==> config.mk <==
export PLATFORM = sky130hd
export DESIGN_NAME = nibble_serial_adder
export DESIGN_NICKNAME = d
export VERILOG_FILES = /design/src/rtl/nibble_serial_pkg.sv /design/src/rtl/ripple_carry_adder_4_bit.sv /design/src/rtl/nibble_serial_adder.sv
export SDC_FILE = /design/constraint.sdc
export NUM_CORES = 1
export LEC_CHECK = 0
export CORE_ASPECT_RATIO = 0.8
export CORE_MARGIN = 5
export CORE_UTILIZATION = 35
export CTS_BUF_LIST = sky130_fd_sc_hd__clkbuf_4 sky130_fd_sc_hd__clkbuf_8
export DETAILED_ROUTE_END_ITERATION = 12
export DONT_BUFFER_PORTS = 1
export GPL_TIMING_DRIVEN = 0
export PLACE_DENSITY_LB_ADDON = 0.3
export SLEW_MARGIN = 20
export SYNTH_ARGS = -nofsm -noshare
export SYNTH_HDL_FRONTEND = slang
export SYNTH_SLANG_ARGS = --single-unit
==> constraint.sdc <==
create_clock -name clk -period 6.11 [get_ports clk]
set_input_delay 0.9165 -clock clk [delete_from_list [all_inputs] [get_ports clk]]
set_output_delay 0.9165 -clock clk [all_outputs]
set_load 0.01 [all_outputs]
==> src/rtl/nibble_serial_pkg.sv <==
// -----------------------------------------------------------------------------
// nibble_serial_pkg
//
// Shared definitions for the nibble-serial adder slice.
//   NIBBLE_W : width of the reused adder slice (one nibble).
//   state_t  : controller states.
//              IDLE = waiting for a request.
//              RUN  = stepping through the nibbles.
//              DONE = holding the result until the consumer takes it.
// -----------------------------------------------------------------------------
package nibble_serial_pkg;

    localparam int NIBBLE_W = 4;

    typedef enum logic [1:0] {
        IDLE = 2'd0,
        RUN  = 2'd1,
        DONE = 2'd2
    } state_t;

endpackage : nibble_serial_pkg

==> src/rtl/ripple_carry_adder_4_bit.sv <==
// -----------------------------------------------------------------------------
// ripple_carry_adder_4_bit
//
// Purely combinational 4-bit ripple-carry adder. The nibble-serial adder
// reuses this slice once per nibble.
//
// Ports
//   a, b  : in,  NIBBLE_W bits, addends
//   cin   : in,  1 bit, carry into bit 0
//   s     : out, NIBBLE_W bits, sum
//   cout  : out, 1 bit, carry out of the top bit
// -----------------------------------------------------------------------------
module ripple_carry_adder_4_bit
    import nibble_serial_pkg::*;
(
    input  logic [NIBBLE_W-1:0] a,
    input  logic [NIBBLE_W-1:0] b,
    input  logic                cin,
    output logic [NIBBLE_W-1:0] s,
    output logic                cout
);

    // The carry is a procedural variable rather than a carry vector, so each
    // stage reads the value left by the previous stage. This keeps the ripple
    // explicit without a vector whose bits depend on its own other bits.
    logic c;

    always_comb begin
        c = cin;
        s = '0;
        for (int i = 0; i < NIBBLE_W; i++) begin
            s[i] = a[i] ^ b[i] ^ c;
            c    = (a[i] & b[i]) | (c & (a[i] ^ b[i]));
        end
        cout = c;
    end

endmodule : ripple_carry_adder_4_bit

==> src/rtl/nibble_serial_adder.sv <==
// -----------------------------------------------------------------------------
// nibble_serial_adder
//
// Adds two WIDTH-bit operands one nibble per cycle, least-significant nibble
// first. A single 4-bit ripple-carry adder is reused for every nibble. The
// result is produced NIB = WIDTH/4 cycles after the request is accepted.
//
// Optional feature
//   NIBBLE_SERIAL_ADDER_SUB_EN : when defined, adds the input `sub`. With
//   sub=1 the block computes a - b (mod 2^WIDTH) by adding the inverse of b
//   with an initial carry of 1. In that mode carry_out=1 means no borrow.
//   When it is undefined, the port is absent and the block always adds.
//
// Parameters
//   WIDTH     : operand/result width. Must be a multiple of 4 and >= 8.
//
// Ports
//   clk       : in,  1 bit, rising-edge clock
//   rst_n     : in,  1 bit, asynchronous active-low reset
//   in_valid  : in,  1 bit, request operands valid
//   in_ready  : out, 1 bit, block can accept a request (IDLE only)
//   a, b      : in,  WIDTH bits, operands
//   carry_in  : in,  1 bit, initial carry
//   sub       : in,  1 bit, subtract select (only with the macro)
//   out_valid : out, 1 bit, result valid (DONE only)
//   out_ready : in,  1 bit, consumer accepts the result
//   sum       : out, WIDTH bits, result
//   carry_out : out, 1 bit, carry out of bit WIDTH-1
//
// Handshake
//   A transfer happens on a rising edge where valid and ready are both 1.
//   A producer holding valid must keep its data stable until that edge.
//   The request side accepts only in IDLE, which latches a, b, carry_in (and
//   sub). The result side presents only in DONE, where sum and carry_out stay
//   frozen until out_ready is seen. Because in_ready is 0 in DONE, a request
//   is never accepted on the edge that consumes a result. There is always at
//   least one IDLE cycle between back-to-back requests.
// -----------------------------------------------------------------------------
module nibble_serial_adder
    import nibble_serial_pkg::*;
#(
    parameter int WIDTH = 16
) (
    input  logic             clk,
    input  logic             rst_n,
    input  logic             in_valid,
    output logic             in_ready,
    input  logic [WIDTH-1:0] a,
    input  logic [WIDTH-1:0] b,
    input  logic             carry_in,
`ifdef NIBBLE_SERIAL_ADDER_SUB_EN
    input  logic             sub,
`endif
    output logic             out_valid,
    input  logic             out_ready,
    output logic [WIDTH-1:0] sum,
    output logic             carry_out
);

    localparam int NIB   = WIDTH / NIBBLE_W;
    localparam int IDX_W = (NIB > 1) ? $clog2(NIB) : 1;
    localparam logic [IDX_W-1:0] IDX_LAST = IDX_W'(NIB - 1);

    generate
        if ((WIDTH % NIBBLE_W) != 0 || WIDTH < 8) begin : g_bad_width
            $error("nibble_serial_adder: WIDTH must be a multiple of 4 and >= 8");
        end
    endgenerate

    // -------------------------------------------------------------------------
    // Controller state
    // -------------------------------------------------------------------------
    state_t state;
    state_t state_nxt;

    // -------------------------------------------------------------------------
    // Datapath registers
    // -------------------------------------------------------------------------
    logic [WIDTH-1:0] a_q;
    logic [WIDTH-1:0] b_q;        // already inverted when subtracting
    logic             carry_q;    // carry between nibble steps
    logic [IDX_W-1:0] idx;        // nibble currently being added
    logic [WIDTH-1:0] sum_q;
    logic             cout_q;

    logic             accept;
    logic             consume;
    logic             last_nib;

    // -------------------------------------------------------------------------
    // Operand conditioning at capture time. Subtraction is folded into the
    // captured copy of b and the initial carry. The running datapath then
    // never needs to know which operation it is doing.
    // -------------------------------------------------------------------------
    logic [WIDTH-1:0] b_eff;
    logic             cin_eff;

`ifdef NIBBLE_SERIAL_ADDER_SUB_EN
    always_comb begin
        b_eff   = sub ? ~b : b;
        cin_eff = sub ? 1'b1 : carry_in;
    end
`else
    always_comb begin
        b_eff   = b;
        cin_eff = carry_in;
    end
`endif

    // -------------------------------------------------------------------------
    // Nibble select into the shared adder
    // -------------------------------------------------------------------------
    logic [NIBBLE_W-1:0] a_nib;
    logic [NIBBLE_W-1:0] b_nib;
    logic [NIBBLE_W-1:0] add_s;
    logic                add_c;

    always_comb begin
        a_nib = a_q[int'(idx) * NIBBLE_W +: NIBBLE_W];
        b_nib = b_q[int'(idx) * NIBBLE_W +: NIBBLE_W];
    end

    ripple_carry_adder_4_bit u_rca (
        .a    (a_nib),
        .b    (b_nib),
        .cin  (carry_q),
        .s    (add_s),
        .cout (add_c)
    );

    // -------------------------------------------------------------------------
    // Handshake qualifiers
    // -------------------------------------------------------------------------
    assign accept   = in_valid  && in_ready;
    assign consume  = out_ready && out_valid;
    assign last_nib = (idx == IDX_LAST);

    // -------------------------------------------------------------------------
    // FSM: state register
    // -------------------------------------------------------------------------
    always_ff @(posedge clk or negedge rst_n) begin
        if (!rst_n) begin
            state <= IDLE;
        end else begin
            state <= state_nxt;
        end
    end

    // -------------------------------------------------------------------------
    // FSM: next-state logic
    // -------------------------------------------------------------------------
    always_comb begin
        state_nxt = state;
        case (state)
            IDLE:    if (accept)   state_nxt = RUN;
            RUN:     if (last_nib) state_nxt = DONE;
            DONE:    if (consume)  state_nxt = IDLE;
            default:               state_nxt = IDLE;
        endcase
    end

    // -------------------------------------------------------------------------
    // FSM: outputs (Moore, decoded from state only)
    // -------------------------------------------------------------------------
    always_comb begin
        in_ready  = 1'b0;
        out_valid = 1'b0;
        case (state)
            IDLE:    in_ready  = 1'b1;
            DONE:    out_valid = 1'b1;
            default: ;
        endcase
    end

    // -------------------------------------------------------------------------
    // Datapath sequencing
    // -------------------------------------------------------------------------
    // sum and carry_out are cleared when a new request is accepted. This means
    // nothing from an earlier operation can leak into the nibbles that are not
    // yet written. Inputs are only sampled on the accepting edge, so later
    // input activity cannot disturb a running operation.
    always_ff @(posedge clk or negedge rst_n) begin
        if (!rst_n) begin
            a_q     <= '0;
            b_q     <= '0;
            carry_q <= 1'b0;
            idx     <= '0;
            sum_q   <= '0;
            cout_q  <= 1'b0;
        end else begin
            case (state)
                IDLE: begin
                    if (accept) begin
                        a_q     <= a;
                        b_q     <= b_eff;
                        carry_q <= cin_eff;
                        idx     <= '0;
                        sum_q   <= '0;
                        cout_q  <= 1'b0;
                    end
                end
                RUN: begin
                    sum_q[int'(idx) * NIBBLE_W +: NIBBLE_W] <= add_s;
                    carry_q <= add_c;
                    if (last_nib) begin
                        idx    <= '0;
                        cout_q <= add_c;
                    end else begin
                        idx    <= idx + 1'b1;
                    end
                end
                default: ;  // DONE holds the result
            endcase
        end
    end

    assign sum       = sum_q;
    assign carry_out = cout_q;

endmodule : nibble_serial_adder
==> impl_results.md, run 1 <==
- Crit Path Category: flip-flop to flip-flop
- Actual transition at the worst max-transition pin: approximately 600 ps
- Area taken by flip-flops and latches: around 1400 µm²
- DRC errors left: 0
- Sequential cell area fraction in the yosys report: 52.8%
- Post-CTS clock slew at the launch and capture registers of the worst setup and hold paths: approximately 100 ps
- Setup repair after global routing missed its margin: false
- Clock tree sinks: 54
- Final critical delay including setup and external delays: 3160 ps
- Top library cells by usage in the layout, fill and taps aside: dfrtp_1, mux2_2, inv_1, a22o_1, o2bb2ai_1
- Total wire length: approximately 5200 µm
- Flip-flop and latch count after synthesis: 54
- Iter 0 DRT Violations: 21
- Peak clock frequency supported by timing: 0.316 GHz
- Row count: 27
- Worst flop-to-flop path startpoint: idx[0]
- Hold Buf Count CTS: 0
- Total count of hold-check failures in the final report: 0
- Wire length of the first global-routing pass: 8510 µm
- Synth Net Count: 220
- Setup slack on the worst flop-to-flop path: 2950 ps
- FILL cells: about 640
- Ports: 56
- Number of standard cells after synthesis: ~180
- Final-report max-slew violation count: 0
- Post-layout nets: about 230
- GP Congestion: between 0.8 and 0.9
- Horiz. Die Dim: 106 µm
- Antenna violations before repair: 1
- Overall Global Routing Usage: ~12%
- Via count of the first global-routing pass: 1538
- Total via count in the routed design: around 1400
- Post-route clock skew: approximately 10 ps
- Remaining number of nets flagged by the antenna check after routing: 0
- Quantity of I/O buffers inserted on ports: 0
- Pin count of the biggest net entering global routing: 55
- Clock latency on the worst-skew pair: roughly 300 ps
- Netlist cell types: 36
- Min-Delay Path Class: input pin to async pin
- Number of maximum-capacitance constraint violations: 0
- Average size of a mapped cell: ~15 µm²
- Outcome: completed
- Most used flip-flop cell after synthesis: dfrtp_1
- Terminus of the critical flop-to-flop path: sum[15]
- Power density normalized to cell area: between 600 and 700 nW/µm²
- Post-CTS Resized: 0
- CORE AREA: between 6000 and 7000 µm²
- Critical path endpoint category: flip-flop
- Die Y: 86.5 µm
- Number of failing setup endpoints in the final timing report: 0
- Required @ worst endpoint: roughly 6300 ps
- Area of all placed cells without fillers: between 2000 and 3000 µm²
- Largest fanout on the critical path: 10
- Sort of element at the start of the critical path: flip-flop
- Antenna Diode Count: 0
- Area of the mapped netlist: roughly 2600 µm²
- Relative slew slack: slightly below 60%
- Layout cells sized above 1: between 30% and 40%
- Depth of the most critical reg-to-reg path: 11
- Instance area at placement: approximately 2700 µm²
- Tcrit/Tclk final: between 50% and 60%
- Total Die Area: around 9100 µm²
- Async SR Flop Fraction: 100%
- Worst setup endpoint: sum[15]
- Number of synthesized flops with an enable pin: 0
- CTS tree: built
- Final setup TNS: 0 ps
- Highest ir drop seen on vdd: around 290 µV
- Clk Tree Root Cell: clkbuf_8
- Average detailed-routed wire length per instance: between 15 and 20 µm
- Number of H-tree branching levels: 2
- Cts bufs inserted: 5
- Arrival @ worst endpoint: 3350 ps
- Vias per Instance: 5.26
- Grt ovf: 0
- Critical Path Start: idx[0]
- Leak: around 1.2 nW
- Effective utilization at floorplan: 36.6%
- Synth Warn #: 0
- Detailed Place HPWL: ~3800 µm
- Core occupancy in the finished layout: 39.6%
- Pre-antenna DRT Iters: 4
- Signed area change from the synthesized netlist to the final layout: 8.37%
- Most common library cell in the layout ignoring fill and taps: dfrtp_1
- Count of buffers added by post-CTS timing repair for setup: 0
- Area taken by multi-input logic gates: between 1000 and 1500 µm²
- Clock tree buffer depth: 2
==> metal layers <==
layer / part of all wire (%) / wire (µm) / vias to the layer above / GRT usage, %
met4: 0.96 / 50 / 2 / 3.53
met3: 9.4 / 492 / 7 / 5.73
li1: - / - / 645 / -
met5: 0.13 / 7 / - / 0
met2: 43 / 2260 / 50 / 18.1
met1: 46 / 2410 / 716 / 15.8
==> synth_stat cells, types with 2 or more instances <==
master	n	area, µm²
mux2_4	4	60.1
a21o_1	4	30.0
buf_6	5	56.3
buf_4	2	15.0
inv_1	11	41.3
o21ai_0	2	10.0
ha_1	4	50.1
fa_1	4	80.1
and3b_1	2	17.5
a22o_1	10	87.6
mux4_1	2	52.6
o2bb2ai_1	8	70.1
dfrtp_1	54	1350
mux4_2	6	135
a21oi_1	2	10.0
nand2b_1	3	18.8
mux2_2	28	315
nand2_1	6	22.5
==> state kept, by name, summed over array words and instances (netlist names) <==
register,cells
a_q,16
b_q,16
carry_out,1
carry_q,1
idx,2
state,2
sum,16
==> how the worst min path moves through the flow <==
stage,start,end,depth (start not counted)
final,rst_n,sum[14],0
after global routing,rst_n,sum[14],0
after detailed placement,carry_q,carry_q,2
after global placement,carry_q,carry_q,2
after floorplan,carry_q,carry_q,2
after CTS,rst_n,a_q[0],0
==> cells by family after synthesis <==
| kind of cell | Yosys count | share of synthesized area, % |
|---|---|---|
| compound gates | 27 | 8.42 |
| buf+inv | 20 | 4.70 |
| flops | 54 | 52.8 |
| simple gates | 25 | 6.56 |
| fa+ha+maj | 8 | 5.09 |
| mux | 41 | 22.4 |
==> critical path, stage by stage, from the launching register on <==
cell	delay, ps
dfrtp_1	540
buf_4	290
mux4_2	520
inv_1	100
fa_1	160
inv_1	40
fa_1	350
inv_1	70
fa_1	150
inv_1	50
fa_1	540
a22o_1	240
==> layout make-up <==
class | instances | share of cell area [%]
buffer | 8 | 2.71
inverter | 12 | 1.63
multi-input combinational | 101 | 39.2
sequential | 54 | 48.8
clock inverter | 1 | 0.316
clock buffer | 7 | 3.48
tap | 87 | 3.93
==> power breakdown <==
part,internal [W],switching [W],total (W)
combinational,0.000419,0.000425,0.000843
clock,0.000104,0.000116,0.000220
sequential,0.000514,0.000109,0.000623
total,0.00104,0.000649,0.00169
==> per-stage QoR <==
stage               std cells  hold slack (ps)  total power, W  worst slack, ps
global route              270              273         0.00183             2780
floorplan                 175              450         0.00125             3270
global placement          262              478         0.00147             2910
CTS                       270              282         0.00172             2880
detailed placement        262              480         0.00149             2900
finish                    270              293         0.00169             2950
No activity file was read; power rests on OpenSTA's default activity.
==> run 2: changes to the inputs <==
- clock period: 6.11 -> 2.6 ns (I/O delays scaled with it)
==> run 2 against run 1 <==
Effect of this change:
- the flow now finishes with violations (negative setup slack)
- clock skew fell by 2.1 ps
- clock power rose by 110%
- first-iteration DRC count rose by 95%
- count of clock-buffer cells in the layout fell by 1
- via count rose by 2.6%
- global-route usage rose by 0.53 points
- register-to-register slack got worse by 3100 ps
==> impl_results.md, run 2 (synthesis results as in run 1) <==
- Required @ worst endpoint: 2790 ps (was 6300 ps)
- Instance area at placement: 2680 µm² (was 2670 µm²)
- Sequential share of power: 35.3% (was 36.9%)
- Iter 0 DRT Violations: 41 (was 21)
- Cts bufs inserted: 5 (unchanged)
- Post-route clock skew: 7.96 ps (was 10.0 ps)
- Via count of the first global-routing pass: 1615 (was 1538)
- Largest fanout on the critical path: 5 (was 10)
- Combinational Power Share: 53.4% (was 50.0%)
- Post-CTS clock slew at the launch and capture registers of the worst setup and hold paths: 90 ps (was 100 ps)
- Crit path setup slack, layout: -107 ps (was 2950 ps)
- Min-Delay Path Class: input pin to flip-flop (was input pin to async pin)
- Remaining number of nets flagged by the antenna check after routing: 0 (unchanged)
- Vias per Instance: 5.30 (was 5.26)
- Final-report max-slew violation count: 0 (unchanged)
- Slowest stage cell, crit path: fa_2 (was dfrtp_1)
- Crit Path Category: flip-flop to flip-flop (unchanged)
- Average detailed-routed wire length per instance: 19.8 µm (was 19.3 µm)
- Tcrit/Tclk final: 104% (was 51.7%)
- Post-Layout Cell Count: 275 (was 270)
- Net Sw Power: 0.00164 W (was 0.000649 W)
- Clk Tree Root Cell: clkbuf_8 (unchanged)
- Highest ir drop seen on vdd: 601 µV (was 293 µV)
- Setup repair after global routing missed its margin: true (was false)
- Number of maximum-capacitance constraint violations: 0 (unchanged)
- Clock power frac: 11.3% (was 13.1%)
- Wire length of the first global-routing pass: 8850 µm (was 8510 µm)
- Antenna Diode Count: 0 (unchanged)
- Cell count after placement: 262 (unchanged)
- Layout cells sized above 1: 39.4% (was 31.1%)
- Most common library cell in the layout ignoring fill and taps: dfrtp_1 (unchanged)
- Top library cells by usage in the layout, fill and taps aside: dfrtp_1, mux2_2, a22o_1, o2bb2ai_1 (was dfrtp_1, mux2_2, inv_1, a22o_1, o2bb2ai_1)
- Total Die Area: 9130 µm² (unchanged)
- Area of all placed cells without fillers: 2840 µm² (was 2770 µm²)
- Delay of the slowest cell on the worst path: 480 ps (was 540 ps)
- Power density normalized to cell area: 1470 nW/µm² (was 608 nW/µm²)
- Pre-antenna DRT Iters: 4 (unchanged)
- Total via count in the routed design: 1457 (was 1420)
- Post-place setup slack: -512 ps (was 2900 ps)
- Number of H-tree branching levels: 2 (unchanged)
- Clock tree sinks: 54 (unchanged)
- Ports: 56 (unchanged)
- Final critical delay including setup and external delays: 2710 ps (was 3160 ps)
- Actual transition at the worst max-transition pin: 422 ps (was 610 ps)
- DRC errors left: 0 (unchanged)
- Number of failing setup endpoints in the final timing report: 4 (was 0)
- Clock latency on the worst-skew pair: 300 ps (about the same)
- Arrival @ worst endpoint: 2900 ps (was 3350 ps)
- Effective utilization at floorplan: 36.6% (unchanged)
- Total wire length: 5440 µm (was 5220 µm)
- Final setup TNS: -381 ps (was 0 ps)
- Die Y: 86.5 µm (unchanged)
- Signed area change from the synthesized netlist to the final layout: 11.0% (was 8.37%)
- Leak: 1.26 nW (was 1.24 nW)
- Outcome: finished, violations left (was completed)
- Total power after layout: 0.00416 W (was 0.00169 W)
- Overall Global Routing Usage: 12.7% (was 12.1%)
- Antenna violations before repair: 2 (was 1)
- Clock tree buffer depth: 2 (unchanged)
- FILL cells: 665 (was 644)
- Switching power share of the total: 39.4% (was 38.5%)
- Horiz. Die Dim: 106 µm (unchanged)
- Internal power: 0.00252 W (was 0.00104 W)
- Row count: 27 (unchanged)
- GP Congestion: 0.798 (was 0.805)
- Area taken by multi-input logic gates: 1100 µm² (was 1090 µm²)
- Peak clock frequency supported by timing: 0.369 GHz (was 0.316 GHz)
- Sort of element at the start of the critical path: flip-flop (unchanged)
- Relative slew slack: 71.8% (was 59.3%)
- CTS tree: built (unchanged)
- Area taken by flip-flops and latches: 1350 µm² (about the same)
- Grt ovf: 0 (unchanged)
- Pin count of the biggest net entering global routing: 55 (unchanged)
- Critical path endpoint category: flip-flop (unchanged)
- CORE AREA: 6990 µm² (unchanged)
- Violated checks: negative setup slack
- Total count of hold-check failures in the final report: 0 (unchanged)
- Post-layout nets: 232 (was 227)
- Cells traversed along the worst timing path: mux4_2 > inv_2 > fa_2 > inv_2 > fa_2 > inv_2 > fa_2 > inv_2 > fa_2 > a22o_1 (was buf_4 > mux4_2 > inv_1 > fa_1 > inv_1 > fa_1 > inv_1 > fa_1 > inv_1 > fa_1 > a22o_1)
- Detailed Place HPWL: 3910 µm (was 3790 µm)
- Quantity of I/O buffers inserted on ports: 0 (unchanged)
==> run 2: cell count changes in the layout (fill, tap and decap cells not counted), moves of 2 or more <==
| cell | change |
|---|---|
| buf_4 | +4 |
| clkbuf_8 | -2 |
| fa_1 | -4 |
| fa_2 | +4 |
| inv_1 | -5 |
| inv_2 | +5 |
==> run 2: repair_timing <==
item,4_1_cts,5_1_grt
pin swaps,8,5
hold buffers,2,0
buffers inserted,3,1
endpoints found under the hold margin,54,0
endpoints found under the setup margin,10,6
resized for setup,9,3
==> run 2: path summary, 6_finish.rpt <==
path / start / to / slack, ps / depth (start not counted)
setup / recovery: idx[0] / sum[7] / -110 / 10
hold / removal: out_ready / state[1] / 190 / 1
setup reg to reg: idx[0] / sum[7] / -110 / 10
hold reg to reg: carry_q / carry_q / 500 / 2
max in group asynchronous: rst_n / idx[0] / 1760 / 2
min in group asynchronous: rst_n / a_q[8] / 610 / 2
==> run 2: layer usage <==
metal / vias to the layer above / wire length [µm] / GRT usage, %
met5: - / 40 / 0
met4: 4 / 87 / 3.76
met3: 12 / 409 / 5.29
met2: 49 / 2330 / 18.2
met1: 733 / 2580 / 17.5
li1: 659 / - / -
==> run 2: power by group through the flow <==
| stage | combinational [W] | sequential (W) | clock, W |
|---|---|---|---|
| CTS | 0.00227 | 0.00147 | 0.000493 |
| global placement | 0.00206 | 0.00149 | 0 |
| floorplan | 0.00159 | 0.00141 | 0 |
| global route | 0.00243 | 0.00152 | 0.000536 |
| finish | 0.00222 | 0.00147 | 0.000471 |
| detailed placement | 0.00212 | 0.00150 | 0 |
==> run 2: final cells by class <==
cell class              instances  share of cell area, %
clock inverters                 2                  0.485
inverters                      12                   1.59
well taps                      87                   3.84
multi-input cells             101                   38.8
flip-flops and latches         54                   47.7
repair buffers                  6                   2.38
clock buffers                   6                   2.69
plain buffers                   7                   2.51
==> run 2: per-stage QoR <==
| stage | utilization (%) | hold slack, ps |
|---|---|---|
| after floorplan | - | 94.4 |
| after global placement | 38.3 | 96.9 |
| after detailed placement | 38.3 | 96.7 |
| after CTS | 40.7 | 188 |
| after global routing | 40.6 | 191 |
| final | 40.6 | 194 |
==> run 2: worst max-delay path: cells and delay by family (launching register included) <==
kind,cells,cell delay (ps)
adders and majority gates,4,1340
DFF,1,470
muxes,1,360
AOI/OAI and AO/OA,1,230
buffers and inverters,4,200
